[src/rtl/best_time_tracker.sv]
// Captures the final BCD reaction time at the end of each run and keeps the lowest valid time seen.
// Optional BEST_TIME_LAST_EN adds last/last_valid outputs exposing every captured time.
module best_time_tracker #(
    parameter int unsigned DIGITS          = 6,
    parameter bit          BEST_INIT_NINES = 1'b1
) (
    input  logic                cin,
    input  logic                R,
    input  logic                clr_best,
    input  logic                run,
    input  logic [4*DIGITS-1:0] elapsed,
    output logic [4*DIGITS-1:0] best,
    output logic                best_valid,
    output logic                new_record,
    output logic                reject,
    output logic                busy
`ifdef BEST_TIME_LAST_EN
    ,
    output logic [4*DIGITS-1:0] last,
    output logic                last_valid
`endif
);

    localparam int unsigned W  = 4 * DIGITS;
    localparam int unsigned IW = (DIGITS > 1) ? $clog2(DIGITS) : 1;
    localparam logic [W-1:0]  BEST_RST = BEST_INIT_NINES ? {DIGITS{4'h9}} : W'(0);
    localparam logic [IW-1:0] IDX_TOP  = IW'(DIGITS - 1);

    typedef enum logic [2:0] {IDLE, TIMING, CHECK, COMPARE, WRITE} state_t;

    state_t          state_q, state_d;
    logic [W-1:0]    cap_q;
    logic [IW-1:0]   idx_q;
    logic            run_q;
    logic            run_ok_q;
    logic            run_rise;
    logic            cap_bad;
    logic            cap_reject;
    logic [3:0]      cap_nib;
    logic [3:0]      best_nib;
    logic            load_cap, load_best, set_idx, dec_idx, reject_d, record_d;

    // run_ok blocks a run that is already high when reset releases from looking like a rise
    assign run_rise = run & ~run_q & run_ok_q;

    always_comb begin
        cap_bad = 1'b0;
        for (int unsigned i = 0; i < DIGITS; i++) begin
            if (cap_q[4*i +: 4] > 4'd9) cap_bad = 1'b1;
        end
    end

    assign cap_reject = cap_bad | (cap_q == W'(0));
    assign cap_nib    = cap_q[idx_q*4 +: 4];
    assign best_nib   = best[idx_q*4 +: 4];

    // State register
    always_ff @(posedge cin or posedge R) begin
        if (R) state_q <= IDLE;
        else   state_q <= state_d;
    end

    // Next state and datapath strobes; clr_best overrides everything
    always_comb begin
        state_d   = state_q;
        load_cap  = 1'b0;
        load_best = 1'b0;
        set_idx   = 1'b0;
        dec_idx   = 1'b0;
        reject_d  = 1'b0;
        record_d  = 1'b0;
        case (state_q)
            IDLE: if (run_rise) state_d = TIMING;
            TIMING: begin
                if (!run) begin
                    load_cap = 1'b1;
                    state_d  = CHECK;
                end
            end
            CHECK: begin
                if (cap_reject) begin
                    reject_d = 1'b1;
                    state_d  = IDLE;
                end else if (!best_valid) begin
                    state_d = WRITE;
                end else begin
                    set_idx = 1'b1;
                    state_d = COMPARE;
                end
            end
            COMPARE: begin
                if (cap_nib < best_nib)      state_d = WRITE;
                else if (cap_nib > best_nib) state_d = IDLE;
                else if (idx_q != '0)        dec_idx = 1'b1;
                else                         state_d = IDLE;
            end
            WRITE: begin
                load_best = 1'b1;
                record_d  = 1'b1;
                state_d   = IDLE;
            end
            default: state_d = IDLE;
        endcase
        if (clr_best) begin
            state_d   = IDLE;
            load_cap  = 1'b0;
            load_best = 1'b0;
            set_idx   = 1'b0;
            dec_idx   = 1'b0;
            reject_d  = 1'b0;
            record_d  = 1'b0;
        end
    end

    // Datapath and registered outputs
    always_ff @(posedge cin or posedge R) begin
        if (R) begin
            run_q      <= 1'b0;
            run_ok_q   <= 1'b0;
            cap_q      <= '0;
            idx_q      <= '0;
            best       <= BEST_RST;
            best_valid <= 1'b0;
            new_record <= 1'b0;
            reject     <= 1'b0;
            busy       <= 1'b0;
        end else begin
            run_q      <= run;
            run_ok_q   <= 1'b1;
            new_record <= record_d;
            reject     <= reject_d;
            busy       <= (state_d != IDLE);
            if (load_cap) cap_q <= elapsed;
            if (set_idx)      idx_q <= IDX_TOP;
            else if (dec_idx) idx_q <= idx_q - IW'(1);
            if (clr_best) begin
                best       <= BEST_RST;
                best_valid <= 1'b0;
            end else if (load_best) begin
                best       <= cap_q;
                best_valid <= 1'b1;
            end
        end
    end

`ifdef BEST_TIME_LAST_EN
    logic check_en;

    assign check_en = (state_q == CHECK) && !clr_best;

    // Every capture is exposed, rejected ones flagged invalid; clr_best leaves these alone
    always_ff @(posedge cin or posedge R) begin
        if (R) begin
            last       <= '0;
            last_valid <= 1'b0;
        end else if (check_en) begin
            last       <= cap_q;
            last_valid <= ~cap_reject;
        end
    end
`endif

endmodule

[config.mk]
export PLATFORM = sky130hd
export DESIGN_NAME = best_time_tracker
export DESIGN_NICKNAME = d
export VERILOG_FILES = /design/src/rtl/best_time_tracker.sv
export SDC_FILE = /design/constraint.sdc
export NUM_CORES = 1
export LEC_CHECK = 0
export CAP_MARGIN = 25
export CORE_MARGIN = 2
export CORE_UTILIZATION = 40
export CTS_BUF_LIST = sky130_fd_sc_hd__clkbuf_8
export DETAILED_ROUTE_END_ITERATION = 8
export GPL_TIMING_DRIVEN = 0
export HOLD_SLACK_MARGIN = 0.12
export PLACE_DENSITY_LB_ADDON = 0.1
export SKIP_CTS_REPAIR_TIMING = 1
export SKIP_LAST_GASP = 1
export SYNTH_ARGS = -nofsm -noshare
export SYNTH_HDL_FRONTEND = slang
export SYNTH_SLANG_ARGS = --single-unit
[constraint.sdc]
create_clock -name cin -period 5.2 [get_ports cin]
set_clock_uncertainty 0.1 [all_clocks]
set_input_delay 0.52 -clock cin [delete_from_list [all_inputs] [get_ports cin]]
set_output_delay 0.52 -clock cin [all_outputs]
set_load 0.03 [all_outputs]
Yosys cells after proc, flatten, opt, wreduce, memory -nomap -nowiden
Cells that the tools add are included.
Storage, ports and cells
  word-level logic and storage cells: 73
  input port bits: 28
  output and inout bits: 28
  register bits: 60
Cells by class
  shift-type cells: 2
  reduce and logical (&&, ||, !) cells: 6
  equality and inequality tests: 4
  bitwise logic cells: 4
  add/sub/neg operators: 1
  $lt $le $gt $ge: 8
  multiplexer cells: 38
Operators by type and width (count)
  24-bit two-way mux: 2
  24-bit by 6-bit indexed part select with 4-bit output: 2
  3-bit two-way mux: 10
  1-bit two-way mux: 25
  4-bit > comparator, second input constant: 6
  24-bit zero test: 1
  3-bit case mux with 4 select lines: 1
  3-bit by 2-bit == test with 1-bit output, second input constant: 2
  3-bit nonzero test: 2
  4-bit > comparator: 1
  4-bit < comparator: 1
  2-bit nonzero test: 2
  3-bit by 1-bit == test with 1-bit output, second input constant: 1
  3-bit == test, second input constant: 1
  3-bit zero test: 1
  3-bit by 1-bit subtractor with 3-bit output, second input constant: 1
  1-bit bitwise AND: 2
  1-bit inverter: 1
  1-bit bitwise OR: 1

Logic depth before layout (Yosys ltp)
Gate-level depths: netlist (run 1).
  depth in word-level cells: 12
  depth in mapped cells: 11
  depth with buffers taken out: 10

Worst setup path after synthesis (run 1)
OpenSTA, ideal clock, no wires.
  kind: register -> register
  from: register idx_q[1]
  to: register idx_q[1]
  setup time: 66 ps
  stages on the path, launching flop included: 11
  buffers on the path: 1
  slack: 2539 ps
  clock period less this slack: 2661 ps
  arrival time: 2495 ps
  data required time: 5034 ps
  path through: dfrtp_1 > clkbuf_1 > mux4_2 > nand2_1 > o21ai_0 > ha_1 > nand2_1 > a2111oi_4 > o21ai_2 > o31ai_1 > a31o_1
On the way
  longest elaborated chain between the ends: 7
Ends and longest elaborated chain
  from (decl): line 33  | logic [IW-1:0] idx_q;
  from (signal assigned): line 135  | else if (dec_idx) idx_q <= idx_q - IW'(1);
  24-bit by 6-bit indexed part select with 4-bit output, or another cell as far along: line 54  | assign cap_nib = cap_q[idx_q*4 +: 4];
  4-bit > comparator or 1-bit two-way mux (tied branches): line 93, 94
  1-bit two-way mux: line 93  | else if (cap_nib > best_nib) state_d = IDLE;
  1-bit two-way mux: line 92  | if (cap_nib < best_nib) state_d = WRITE;
  1-bit two-way mux: line 72  | case (state_q)
  1-bit two-way mux: line 104  | if (clr_best) begin
  2-bit nonzero test (no source line)
Parallel ways exist; a longest one is shown, timed or not. The select of a mux whose other input is x is not followed.
A chain may end at the register's enable or synchronous reset.

Final worst setup path (run 1)
Same ends and word-level chain as after synthesis.

==> impl_metrics.ini, run 1 <==
[timing]
period_share_pct = 59.05
period_needed_ns = 3.070
setup_viol = 0
tns_ns = 0
max_freq_ghz = 0.3257
relSlewSlack_pct = 55.98
drv_slew = 0
setup_ws_ns = 2.130
hold_violations = 0
tightest_slew_ns = 0.6603
rsz0062_at_grt = false

[clocking]
clk_latency_ns = 0.36
cts_tree = yes
htree_levels = 3
cts-root-buf = clkbuf_8
cts.clk_slew.worst_paths_ns = 0.07
clkSinkCount = 60
numCtsBuffers = 9
ctsLongestPathBuffers = 2

[route]
postRouteAntennaNets = 0
drt_iter0_markers = 108
via_count = 2345
route.detailed.drc = 0
first_pass_iters = 4
wl_per_cell_um = 17.07
viasPerCell = 5.154
drt-total-wl_mm = 7.769

[hold_path]
min_path_type = input port to flip-flop
min_path_cells = 3

[floorplanning]
dieArea_mm2 = 0.008550
core_area_mm2 = 0.007647
die_h_um = 92.47
die_w_um = 92.47
initial_core_util_pct = 40.94
ios = 56
core.rowCount = 32

[yosys]
syn_area_per_cell_um2 = 11.10
synth_compound_area_share_pct = 9.073
yosysUniqueCellTypes = 39
yosysWarnings = 0
synth_nets = 316
synth_mux_area_share_pct = 19.34
yosys.area_share.adder_pct = 2.398
synth-simple-area-share_pct = 16.27
synthesis.area_mm2 = 0.003131
synth_xor_area_share_pct = 0
synth_top_family_by_area = multiplexers
syn_inst = 282
ys_seq_elements = 60
synth.yosys.seq_area_share_pct = 48.44

[placed_design]
gp_congestion = 0.8223
place_ws_ns = 2.138
port-buffer-count = 54
hpwl_mm = 5.521

[grt]
track_usage_pct = 19.93
overflow = 0
antenna_found_initial = 0
grt_pass1_wl_mm = 12.85
grt_max_degree = 41
grt_pass1_vias = 2350

[critical_path]
path_cells = clkbuf_1 > mux4_2 > nand2_1 > o21ai_0 > ha_1 > nand2_1 > a2111oi_4 > o21ai_2 > o31ai_1 > a31o_1
slowest_delay_ns = 0.57
cp_common_cell = nand2_1
path_class = flip-flop to flip-flop
worst-path-buf-inv = 1
path_depth = 10
critPathSlowestCell = mux4_2
critPathArrivalTime_ns = 3.26
cp_max_fo = 10
crit_family = compound AO/OA/AOI/OAI gates
startpoint_type = flip-flop
cp-end-kind = flip-flop
r2r_cells = 10
worstPathRequired_ns = 5.38

[pwr]
finalPower_mw = 1.245
p_per_area_mw_per_mm2 = 309.1
ir_drop_mv = 0.1615
power.leakage_nw = 1.754

[run_status]
status = completed

[flow_run]
drv_cap = 0

[final_layout]
n_antenna_cell = 0
finalNetCount = 382
area_growth_pct = 28.62
drive_gt1_share_pct = 21.25
final cells by class:
cell class	count	area [um^2]
Inverter	5	18.77
Tap cell	102	127.6
Multi-Input combinational cell	200	1478
Fill cell	680	3621
Clock inverter	7	83.83
Sequential cell	60	1516
Buffer	17	117.6
Clock buffer	9	123.9
Timing Repair Buffer	55	560.5
per-layer routing:
| metal | global-route usage, % | up-vias | share of wire, % |
|---|---|---|---|
| met1 | 27.52 | 1150 | 47 |
| met4 | 8.085 | 0 | 1.6 |
| met3 | 4.312 | 8 | 4.6 |
| li1 | - | 1127 | - |
| met5 | 0 | - | 0 |
| met2 | 30.54 | 60 | 47 |
where the power goes:
| part | total (mW) | switching (mW) | internal (mW) |
|---|---|---|---|
| Clock | 0.455 | 0.190 | 0.264 |
| Sequential | 0.592 | 0.0775 | 0.515 |
| Combinational | 0.198 | 0.0748 | 0.123 |
| Total | 1.24 | 0.342 | 0.902 |
Yosys cell counts, drive strengths merged:
cell type	n	area, um^2
a2111oi	1	27.53
a211oi	1	12.51
a21o	1	7.510
a21oi	19	95.09
a22oi	1	7.510
a31o	1	8.760
a31oi	5	31.28
and2	1	6.260
and4	1	8.760
buf	9	87.58
clkbuf	8	30.03
conb	1	3.750
dfrtp	48	1201
dfstp	12	315.3
ha	6	75.07
inv	5	18.77
mux2	24	345.3
mux2i	8	80.08
mux4	8	180.2
nand2	60	225.2
nand2b	4	27.53
nand3	2	10.01
nand3b	13	97.59
nand4	1	6.260
nor2	13	48.80
nor2b	2	12.51
nor3	1	5.000
nor4	5	31.28
o211ai	1	7.510
o21ai	15	78.83
o31ai	1	7.510
or2	2	15.02
or4	2	15.01
worst reg2reg max path, stage by stage (launching register included):
cell       delay [ns]
dfrtp_1          0.36
clkbuf_1         0.52
mux4_2           0.58
nand2_1          0.07
o21ai_0          0.09
ha_1             0.34
nand2_1          0.09
a2111oi_4        0.31
o21ai_2          0.18
o31ai_1          0.22
a31o_1           0.15
path summary, 6_finish.rpt:
check / startpoint / to / slack [ns]
max: idx_q[1]$_DFFE_PP0P_ / idx_q[1]$_DFFE_PP0P_ / 2.13
min reg2reg: best[12]$_DFFE_PP1P_ / best[12]$_DFFE_PP1P_ / 0.40
max reg2reg: idx_q[1]$_DFFE_PP0P_ / idx_q[1]$_DFFE_PP0P_ / 2.13
min: clr_best / state_q[0]$_DFF_PP0_ / 0.37
min in group asynchronous: R / cap_q[0]$_DFFE_PP0P_ / 0.41
max in group asynchronous: R / best[20]$_DFFE_PP1P_ / 3.96
per-stage QoR:
step / cells / hold WS, ns / util, % / cell area [um^2]
5_1_grt: 455 / 0.3706 / 52.65 / 4026
3_5_place_dp: 439 / 0.3917 / 49.93 / 3819
4_1_cts: 455 / 0.3588 / 52.65 / 4026
6_report: 455 / 0.3658 / 52.65 / 4026
3_3_place_gp: 438 / 0.3890 / 49.67 / 3799
2_1_floorplan: 282 / 0.4025 / - / 3131
cell usage in the layout (no fill, tap or decap), types with 2 or more instances in the layout:
| cell | n |
|---|---|
| nand2_1 | 60 |
| clkdlybuf4s50_1 | 54 |
| dfrtp_1 | 48 |
| mux2_4 | 20 |
| a21oi_1 | 19 |
| o21ai_0 | 14 |
| nor2_1 | 13 |
| nand3b_1 | 13 |
| dfstp_2 | 12 |
| clkbuf_8 | 9 |
| clkbuf_1 | 8 |
| mux4_2 | 8 |
| mux2i_1 | 8 |
| ha_1 | 6 |
| buf_2 | 5 |
| inv_1 | 5 |
| nor4_1 | 5 |
| a31oi_1 | 5 |
| mux2_2 | 4 |
| clkinv_2 | 4 |
| nand2b_1 | 3 |
| buf_12 | 3 |
| buf_6 | 2 |
| or4_1 | 2 |
| nand3_1 | 2 |
| nor2b_1 | 2 |
| bufinv_16 | 2 |
state kept, by name, indices dropped and copies added (netlist names):
| name | count |
|---|---|
| best | 24 |
| cap_q | 24 |
| idx_q | 3 |
| state_q | 3 |
| best_valid | 1 |
| busy | 1 |
| new_record | 1 |
| reject | 1 |
| run_ok_q | 1 |
| run_q | 1 |
cell families after synthesis:
| group | after synthesis |
|---|---|
| AOI/OAI and AO/OA | 46 |
| adders and majority gates | 6 |
| buffers and inverters | 22 |
| DFF | 60 |
| muxes | 40 |
| other | 1 |
| and+or+nand+nor | 107 |
Note: power is estimated with default switching activity, not from simulation.
==> run 2: changes to the inputs <==
==> constraint.sdc (replaced) <==
create_clock -name cin -period 2.7 [get_ports cin]
set_clock_uncertainty 0.1 [all_clocks]
set_input_delay 0.27 -clock cin [delete_from_list [all_inputs] [get_ports cin]]
set_output_delay 0.27 -clock cin [all_outputs]
set_load 0.03 [all_outputs]
==> run 2 against run 1 <==
  * Non-clock buffer count rose by 4
  * Global-route usage unchanged
  * Flip-flop and latch count unchanged
  * Power grew 93%
  * Final cell count increased by 0.88%
  * Critical path depth rose by 2
  * Final area is 2.5% higher
  * Largest cell class is now multi-input gates
  * Register-to-register slack lost 2.1 ns
  * Routed wire length grew 0.33%
  * Sequential share of layout area decreased by 0.91 points
==> impl_metrics.ini, run 2 (synthesis gave the netlist of run 1 again) <==
[grt]
grt_pass1_wl_mm = 12.85
antenna_found_initial = 0
overflow = 0
track_usage_pct = 19.93
grt_max_degree = 41
grt_pass1_vias = 2350

[clocking]
clk_latency_ns = 0.35
cts-root-buf = clkbuf_8
clkSinkCount = 60
ctsLongestPathBuffers = 2
cts.clk_slew.worst_paths_ns = 0.07
htree_levels = 3
cts_tree = yes
numCtsBuffers = 9

[floorplanning]
die_h_um = 92.47
core_area_mm2 = 0.007647
initial_core_util_pct = 40.94
ios = 56
core.rowCount = 32
dieArea_mm2 = 0.008550
die_w_um = 92.47

[final_layout]
n_antenna_cell = 0
layout.cells.most_common = nand2_1
fin_area_mm2 = 0.004126
fillers = 672
mostFrequentLayoutCells = 59 x nand2_1, 54 x clkdlybuf4s50_1, 48 x dfrtp_1
area_growth_pct = 31.81
reg_top3 = best (24), cap_q (24)
drive_gt1_share_pct = 24.37
final_core_util_pct = 53.96
finalNetCount = 386
multi_input_area_mm2 = 0.001523
regArea_mm2 = 0.001516

[timing]
rsz0062_at_grt = true
period_needed_ns = 2.666
drv_slew = 0
setup_ws_ns = 0.03412
tightest_slew_ns = 0.5181
max_freq_ghz = 0.3751
setup_viol = 0
hold_violations = 0
relSlewSlack_pct = 65.46
period_share_pct = 98.74

[critical_path]
critPathSlowestCell = dfrtp_1
startpoint_type = flip-flop
path_class = flip-flop to flip-flop
cp-end-kind = flip-flop
critPathArrivalTime_ns = 2.85
cp_max_fo = 10
path_cells = buf_8 > buf_4 > buf_8 > mux4_2 > nand2_1 > o21ai_0 > ha_1 > nand2_1 > a2111oi_4 > o21ai_4 > o31ai_2 > a31o_1
worstPathRequired_ns = 2.88
slowest_delay_ns = 0.39

[pwr]
p_per_area_mw_per_mm2 = 582.0
power.leakage_nw = 1.786
finalPower_mw = 2.402
ir_drop_mv = 0.3109

[placed_design]
gp_congestion = 0.8223
hpwl_mm = 5.521
port-buffer-count = 54
placed_area_mm2 = 0.003819
place_ws_ns = -0.3618

[flow_run]
drv_cap = 0

[route]
postRouteAntennaNets = 0
first_pass_iters = 4
wl_per_cell_um = 16.98
drt_iter0_markers = 91
viasPerCell = 5.139
via_count = 2359
route.detailed.drc = 0
drt-total-wl_mm = 7.795

[run_status]
status = completed

[hold_path]
min_path_type = input port to flip-flop
run 2: changes by cell type in the layout (fill, tap and decap cells not counted), sizes merged:
| cell | before | now |
|---|---|---|
| buf | 10 | 15 |
| clkbuf | 17 | 16 |
run 2: worst paths after layout:
check                                startpoint                    to  slack (ns)  cells after the start
min                                    clr_best  state_q[1]$_DFF_PP0_        0.14                      3
max reg2reg                idx_q[0]$_DFFE_PP0P_  idx_q[1]$_DFFE_PP0P_        0.03                     12
min reg2reg                best[19]$_DFFE_PP1P_  best[19]$_DFFE_PP1P_        0.40                      2
min in group asynchronous                     R  state_q[0]$_DFF_PP0_        0.17                      2
max in group asynchronous                     R   best[8]$_DFFE_PP1P_        1.70                      3
max                        idx_q[0]$_DFFE_PP0P_  idx_q[1]$_DFFE_PP0P_        0.03                     12
run 2: area by class of cell:
cell class | count | share of cell area (%)
Multi-Input combinational cell | 200 | 36.90
Clock buffer | 9 | 3.002
Clock inverter | 7 | 2.032
Inverter | 5 | 0.4548
Sequential cell | 60 | 36.75
Timing Repair Buffer | 59 | 14.31
Buffer | 17 | 3.457
Tap cell | 102 | 3.093
run 2: where the power goes:
part	internal [mW]	switching (mW)
Combinational	0.240	0.152
Sequential	0.991	0.147
Clock	0.509	0.363
run 2: stage by stage:
step / TNS (ns) / cells / hold slack, ns
floorplan: 0 / 282 / 0.2014
global placement: -15.14 / 438 / 0.3890
detailed placement: -1.718 / 439 / 0.3917
CTS: -1.765 / 455 / 0.1088
global route: -0.1985 / 459 / 0.1438
finish: 0 / 459 / 0.1409
run 2: worst max-delay path: cells and delay by family, from the launching register on:
kind | cells | cell delay [ns]
compound gates | 5 | 0.87
simple gates | 2 | 0.16
buf+inv | 3 | 0.45
flops | 1 | 0.39
fa+ha+maj | 1 | 0.33
mux | 1 | 0.28
run 2: per-layer routing:
layer | global-route usage, % | wire length [um] | up-vias
met5 | 0 | 0 | -
met1 | 27.52 | 3611 | 1164
met4 | 8.085 | 125 | 0
li1 | - | - | 1135
met3 | 4.312 | 324 | 10
met2 | 30.54 | 3732 | 50
==> run 3: changes to the inputs <==
--- a/config.mk
+++ b/config.mk
@@ -15,6 +15,7 @@
 export PLACE_DENSITY_LB_ADDON = 0.1
 export SKIP_CTS_REPAIR_TIMING = 1
 export SKIP_LAST_GASP = 1
+export SLEW_MARGIN = 20
 export SYNTH_ARGS = -nofsm -noshare
 export SYNTH_HDL_FRONTEND = slang
 export SYNTH_SLANG_ARGS = --single-unit
==> run 3 against run 2 <==
  * Core utilization rose by 0.34 points
  * Global-route usage is 0.27 points higher
  * Sequential share of layout area shrank 0.23 points
  * Non-clock buffer count up 1
  * Via count grew 0.76%
  * Flip-flop and latch count stayed put
  * Fmax increased by 0.71%
  * Count of clock-buffer cells in the layout rose by 1
  * Routed wire length rose by 2.2%
  * Sequential power about the same
  * Critical endpoint unchanged
  * Largest cell class unchanged
==> impl_metrics.ini, run 3 (synthesis gave the netlist of run 1 again) <==
[grt]
antenna_found_initial = 0
overflow = 0
grt_max_degree = 38
met3_usage_pct = 4.312
busiest_layer = met2
grt_pass1_vias = 2394
use_met1_pct = 27.27
grt_pass1_wl_mm = 12.97
gr-usage-met2_pct = 31.87
track_usage_pct = 20.20

[pwr]
power.share.combinational_pct = 16.2
netSwitchingFraction_pct = 27.50
clkPwrFrac_pct = 37.0
p_per_area_mw_per_mm2 = 587.6
ir_drop_mv = 0.2542
power.leakage_nw = 1.796
p_int_mw = 1.769
p_seq_share_pct = 46.8
p_switching_uw = 671.0

[critical_path]
cp-end-kind = flip-flop
slowest_delay_ns = 0.39
crit_family = compound AO/OA/AOI/OAI gates
cp_max_fo = 10
rr_startpoint = idx_q[0]$_DFFE_PP0P_
worst-path-buf-inv = 3
critPathSlowestCell = dfrtp_1
worstSetupStartpoint = idx_q[0]$_DFFE_PP0P_
critPathArrivalTime_ns = 2.83
path_cells = buf_8 > buf_4 > buf_8 > mux4_2 > nand2_1 > o21ai_0 > ha_1 > nand2_1 > a2111oi_4 > o21ai_4 > o31ai_2 > a31o_1
startpoint_type = flip-flop
path_class = flip-flop to flip-flop
worstPathRequired_ns = 2.89

[floorplanning]
ios = 56
die_w_um = 92.47
initial_core_util_pct = 40.94
core.rowCount = 32
core_area_mm2 = 0.007647
dieArea_mm2 = 0.008550
die_h_um = 92.47

[clocking]
htree_levels = 3
cts-root-buf = clkbuf_8
clkSinkCount = 60
numCtsBuffers = 9
cts.clk_slew.worst_paths_ns = 0.07
cts_tree = yes
clk_latency_ns = 0.35
ctsLongestPathBuffers = 2

[timing]
hold_violations = 0
relSlewSlack_pct = 64.63
setup_viol = 0
period_needed_ns = 2.647
drv_slew = 0
max_freq_ghz = 0.3778
tightest_slew_ns = 0.5306
tns_ns = 0
period_share_pct = 98.04
whs_ns = 0.1294
rsz0062_at_grt = true

[placed_design]
placed_area_mm2 = 0.003821
gp_congestion = 0.8223
port-buffer-count = 54
hpwl_mm = 5.513

[flow_run]
drv_cap = 0

[route]
postRouteAntennaNets = 0
drt-total-wl_mm = 7.969
via_count = 2377
route.detailed.drc = 0
drt_iter0_markers = 115
wl_per_cell_um = 17.32
viasPerCell = 5.167
first_pass_iters = 4

[final_layout]
fin_area_mm2 = 0.004153
finalNetCount = 387
regArea_mm2 = 0.001516
fillers = 660
multi_input_area_mm2 = 0.001530
n_antenna_cell = 0
mostFrequentLayoutCells = 59 x nand2_1, 54 x clkdlybuf4s50_1, 48 x dfrtp_1
reg_top3 = best (24), cap_q (24)
drive_gt1_share_pct = 25.14
area_growth_pct = 32.65
layout.cells.most_common = nand2_1

[hold_path]
min_path_type = input port to async pin

[run_status]
status = completed
-- run 3: cell types whose count changed in the layout (fill, tap and decap cells not counted), sizes merged --
cell    previous run  this run
clkinv             4         3
clkbuf            16        17
buf               15        16
-- run 3: per-layer routing --
| layer | up-vias | share of wire [%] |
|---|---|---|
| li1 | 1135 | - |
| met1 | 1187 | 46 |
| met2 | 45 | 49 |
| met3 | 10 | 3.6 |
| met4 | 0 | 1.7 |
| met5 | - | 0 |
-- run 3: final cells by class --
type	instances	area share [%]
Timing Repair Buffer	60	14.40
Tap cell	102	3.073
Sequential cell	60	36.52
Multi-Input combinational cell	200	36.85
Clock inverter	6	1.898
Clock buffer	10	3.314
Inverter	5	0.5122
Buffer	17	3.435
-- run 3: through the flow --
stage | instances | worst slack [ns] | power, mW | utilization (%)
6_report | 460 | 0.05299 | 2.440 | 54.30
5_1_grt | 460 | -0.08590 | 2.543 | 54.30
4_1_cts | 455 | -0.3757 | 2.443 | 52.80
2_1_floorplan | 282 | 0.03906 | 1.371 | -
3_5_place_dp | 439 | -0.3666 | 1.537 | 49.97
3_3_place_gp | 438 | -0.3461 | 1.526 | 49.67
-- run 3: power by group through the flow --
stage	clock network, mW	registers, mW	logic, mW
final	0.902	1.14	0.396
after detailed placement	0	1.15	0.385
after floorplan	0	1.09	0.285
after CTS	0.921	1.14	0.386
after global routing	0.953	1.15	0.437
after global placement	0	1.15	0.374
-- run 3: worst paths after layout --
kind | slack (ns) | cells after the start | endpoint
setup / recovery | 0.05 | 12 | idx_q[1]$_DFFE_PP0P_
hold / removal | 0.13 | 2 | cap_q[23]$_DFFE_PP0P_
setup reg to reg | 0.05 | 12 | idx_q[1]$_DFFE_PP0P_
hold reg to reg | 0.40 | 2 | best[19]$_DFFE_PP1P_
max in group asynchronous | 1.82 | 3 | best[3]$_DFFE_PP1P_
min in group cin | 0.14 | 3 | state_q[1]$_DFF_PP0_
